===== src/rtl/serial_full_adder_nand.sv =====
// Bit-serial WIDTH-bit adder: one NAND-only full-adder cell, LSB first, one bit per clock.
// A carry flop chains the bits; an IDLE/ADD/DONE FSM sequences load, shift and done.

module serial_full_adder_nand_cell (
    input  logic i_a,
    input  logic i_b,
    input  logic i_c,
    output logic o_s,
    output logic o_c
);
    logic w_n1, w_n2, w_n3, w_x;
    logic w_m1, w_m2, w_m3;

    // a ^ b from four NANDs; w_n1 = ~(a & b) is reused for the carry merge
    nand g_n1 (w_n1, i_a, i_b);
    nand g_n2 (w_n2, i_a, w_n1);
    nand g_n3 (w_n3, i_b, w_n1);
    nand g_x  (w_x,  w_n2, w_n3);

    nand g_m1 (w_m1, w_x, i_c);
    nand g_m2 (w_m2, w_x, w_m1);
    nand g_m3 (w_m3, i_c, w_m1);
    nand g_s  (o_s,  w_m2, w_m3);

    // carry = (a & b) | ((a ^ b) & c)
    nand g_c  (o_c,  w_n1, w_m1);
endmodule

module serial_full_adder_nand #(
    parameter int WIDTH = 8
) (
    input  logic             clk,
    input  logic             rst,
    input  logic             start,
    input  logic [WIDTH-1:0] a,
    input  logic [WIDTH-1:0] b,
    input  logic             cin,
    output logic             busy,
    output logic             done,
    output logic [WIDTH-1:0] sum,
    output logic             cout,
    output logic             ovf
);
    localparam int CW = $clog2(WIDTH + 1);
    localparam logic [CW-1:0] LAST   = CW'(WIDTH - 1);
    localparam logic [CW-1:0] PENULT = CW'((WIDTH > 1) ? WIDTH - 2 : 0);

    typedef enum logic [1:0] {S_IDLE, S_ADD, S_DONE} state_t;

    state_t           r_state;
    logic [WIDTH-1:0] r_a_sh;
    logic [WIDTH-1:0] r_b_sh;
    logic [WIDTH-1:0] r_sum;
    logic [CW-1:0]    r_cnt;
    logic             r_carry;
    logic             r_c_msb_in;
    logic             r_cout;
    logic             r_ovf;
    logic             r_busy;
    logic             r_done;

    logic             w_s_bit;
    logic             w_c_bit;

    serial_full_adder_nand_cell u_cell (
        .i_a (r_a_sh[0]),
        .i_b (b_bit0()),
        .i_c (r_carry),
        .o_s (w_s_bit),
        .o_c (w_c_bit)
    );

    function automatic logic b_bit0();
        return r_b_sh[0];
    endfunction

    always_ff @(posedge clk) begin
        if (rst) begin
            r_state    <= S_IDLE;
            r_a_sh     <= '0;
            r_b_sh     <= '0;
            r_sum      <= '0;
            r_cnt      <= '0;
            r_carry    <= 1'b0;
            r_c_msb_in <= 1'b0;
            r_cout     <= 1'b0;
            r_ovf      <= 1'b0;
            r_busy     <= 1'b0;
            r_done     <= 1'b0;
        end else begin
            r_done <= 1'b0;
            case (r_state)
                S_IDLE: begin
                    if (start) begin
                        r_a_sh     <= a;
                        r_b_sh     <= b;
                        r_carry    <= cin;
                        // covers WIDTH==1, where the loaded carry is the carry into the MSB
                        r_c_msb_in <= cin;
                        r_cnt      <= '0;
                        r_sum      <= '0;
                        r_busy     <= 1'b1;
                        r_state    <= S_ADD;
                    end
                end
                S_ADD: begin
                    r_sum   <= (r_sum >> 1) | (WIDTH'(w_s_bit) << (WIDTH - 1));
                    r_a_sh  <= r_a_sh >> 1;
                    r_b_sh  <= r_b_sh >> 1;
                    r_carry <= w_c_bit;
                    r_cnt   <= r_cnt + CW'(1);
                    if ((WIDTH > 1) && (r_cnt == PENULT))
                        r_c_msb_in <= w_c_bit;
                    if (r_cnt == LAST) begin
                        r_cout  <= w_c_bit;
                        r_ovf   <= r_c_msb_in ^ w_c_bit;
                        r_done  <= 1'b1;
                        r_state <= S_DONE;
                    end
                end
                S_DONE: begin
                    r_busy  <= 1'b0;
                    r_state <= S_IDLE;
                end
                default: begin
                    r_busy  <= 1'b0;
                    r_state <= S_IDLE;
                end
            endcase
        end
    end

    assign busy = r_busy;
    assign done = r_done;
    assign sum  = r_sum;
    assign cout = r_cout;
    assign ovf  = r_ovf;
endmodule


===== config.mk =====
export PLATFORM = sky130hd
export DESIGN_NAME = serial_full_adder_nand
export DESIGN_NICKNAME = d
export VERILOG_FILES = /design/src/rtl/serial_full_adder_nand.sv
export SDC_FILE = /design/constraint.sdc
export NUM_CORES = 1
export LEC_CHECK = 0
export CELL_PAD_IN_SITES_DETAIL_PLACEMENT = 1
export CELL_PAD_IN_SITES_GLOBAL_PLACEMENT = 1
export CORE_ASPECT_RATIO = 1.5
export CORE_MARGIN = 2
export CORE_UTILIZATION = 40
export CTS_CLUSTER_SIZE = 12
export DETAILED_ROUTE_END_ITERATION = 16
export PLACE_DENSITY = 0.92
export SLEW_MARGIN = 5
export SYNTH_ARGS = -nofsm -noshare
export SYNTH_HDL_FRONTEND = slang
export SYNTH_SLANG_ARGS = --single-unit

===== constraint.sdc =====
create_clock -name clk -period 3.27 [get_ports clk]
set_input_delay 0.654 -clock clk [delete_from_list [all_inputs] [get_ports clk]]
set_output_delay 0.654 -clock clk [all_outputs]
set_load 0.02 [all_outputs]

==> impl_metrics.ini <==
[yosys]
synth_top_area_share = 0.4557
yosysMostFrequentCell = dfxtp_1
synth_top_area_cell = dfxtp_1
synth.area.top_cells = dfxtp_1 46%, o2bb2ai_1 7.2%, nor2_1 6.2%, a21oi_1 5.7%, a22oi_1 4.3%
syn_avg_cell_area_um2 = 9.037
syn_area_mm2 = 0.001582
syn-num-nets = 198
ys_types = 37
synth_cells = 175
yosysWarnings = 0
synthTopCellsByCount = 36 x dfxtp_1, 26 x nor2_1, 18 x a21oi_1, 13 x o21ai_0, 13 x o2bb2ai_1
ys_ff_latch = 36
ys.flop_type = dfxtp_1
ys_async_sr_fraction = 0
ys_seq_area_frac = 0.4557
synth_edf_count = 0

[die]
rows = 28
initial_core_util = 0.4104
core_area_mm2 = 0.003854
die-area_mm2 = 0.004483
die_x_um = 55.34
die_h_um = 81.01
pin_count = 32

[setup_path]
endpoint_kind = primary output
crit_type = register to primary output
path_cells = clkdlybuf4s50_1
arrival_ps = 1290
critPathMaxStageDelay_ps = 620
r2r_slack_ps = 1820
cpMaxStageDelayCell = clkdlybuf4s50_1
crit_buf_inv = 1
crit_required_ps = 2620
cpLargestDelayFamily = buffers and inverters
crit_fanout = 3
start_kind = register

[global_route]
grt_pass1_wl_um = 6624
grt_pass1_vias = 1426
overflow = 0
grtUsageTotal = 0.1888
antenna_found_initial = 0
grt_max_degree = 25

[clock_network]
cts_root_buf = clkbuf_8
insertion_delay_ps = 300
cts-buffers-inserted = 5
post_cts_buffers = 0
path_clk_slew_ps = 80
clk_path_buf_depth = 2
ctsHoldBuffers = 0
cts_sinks = 36
htreeDepth = 2
cts_resized = 0
cts_tree = done

[power_and_ir_drop]
powerDensity_mw_per_mm2 = 499.9
seqPwrFrac = 0.474
combinationalPowerShare = 0.129
clkPwrFrac = 0.397
swShare = 0.2515
total_power_mw = 1.000
ir_worst_vdd_mv = 0.2831
p_switching_mw = 0.2515
p_int_mw = 0.7487
leakage_nw = 0.7433

[final_layout]
drive_above_1_share = 0.07389
utilization = 0.5192
final_nets = 225
fillers = 458
area_growth_pct = 26.50
seq_area_um2 = 720.7
multi_input_area_um2 = 745.7
design_area_mm2 = 0.002001
diodes = 0

[drt]
totalWireLength_um = 3824
drtIter0Drc = 16
first_pass_iters = 4
num_vias = 1396
ant_nets = 0
viasPerCell = 5.629
drc_errors = 0
wl_per_cell_um = 15.42

[outcome]
status = completed

[sta]
finalWorstPathRequiredPeriod_ps = 1949
maxSlewHeadroom = 0.6728
fmax_mhz = 513.2
setup_viol = 0
hold_violations = 0
tightest_slew_ps = 490.2
fin_ws_ps = 1321
fin_crit_sh = 0.5959
report.final.slew_viol_count = 0
rsz0062_at_grt = no
tns_ps = 0
finClkSkew_ps = 10.07

[run]
drv_cap = 0

[place]
pre_cts_ws_ps = 1225
port_buffers = 31
place_congestion = 0.7344
place_hpwl_um = 2540
postPlaceCellArea_mm2 = 0.001889

[hold_path]
hp-class = register to register
power groups by stage:
stage	Sequential, mW	Combinational [mW]	Clock [mW]
3_3_place_gp	0.482	0.126	0
3_5_place_dp	0.484	0.129	0
5_1_grt	0.477	0.144	0.429
4_1_cts	0.474	0.130	0.407
6_report	0.474	0.129	0.397
2_1_floorplan	0.484	0.0829	0
through the flow:
step           instances  hold slack (ps)
2_1_floorplan        175            436.3
3_3_place_gp         240            455.3
3_5_place_dp         240            462.6
4_1_cts              248            485.7
5_1_grt              248            510.7
6_report             248            480.0
layer usage:
metal  wire length (µm)  global-route usage
met2               2012              0.3429
met1               1567              0.2002
met4                116             0.09756
met5                  0                   0
met3                128             0.04936
worst paths after layout:
check          endpoint        from  depth (start not counted)
min reg2reg  r_c_msb_in  r_c_msb_in                          2
min          r_c_msb_in  r_c_msb_in                          2
max              sum[7]      sum[7]                          1
max reg2reg   r_b_sh[0]  r_state[0]                          4
flip-flops by register name (all words and copies together), names as in the netlist:
register	flops
r_cnt	4
r_carry	1
busy	1
r_c_msb_in	1
r_state	2
sum	8
r_a_sh	8
r_b_sh	8
cout	1
done	1
ovf	1
cell families (layout without fill, tap and decap cells):
family	count (synthesis)	count (layout)	synth area share
muxes	3	3	0.01899
and+or+nand+nor	44	44	0.1305
xor gates and xnor gates	1	1	0.005539
adders and majority gates	3	3	0.02848
buffers and inverters	22	50	0.07278
AOI/OAI and AO/OA	66	66	0.2880
DFF	36	36	0.4557
final cells by class:
cell class,instances,area share
Multi-Input combinational cell,117,0.3727
Sequential cell,36,0.3602
Timing Repair Buffer,35,0.1701
Clock buffer,5,0.03440
Tap cell,45,0.02814
Clock inverter,3,0.02126
Inverter,7,0.01313
cells in the final DEF, fill, tap and decap left out, drive strengths merged, types with 2 or more instances in the layout:
cell type	count
nor2b	2
a22oi	9
ha	2
nor3b	2
a221oi	2
and3	2
a2bb2oi	2
nor2	26
dfxtp	36
clkdlybuf4s50	31
nand3	3
o211ai	2
inv	7
clkbuf	5
nand2	3
mux2i	3
nand2b	2
o21ai	13
buf	4
a21oi	18
o2bb2ai	13
Power figures use the tool's default switching activity.
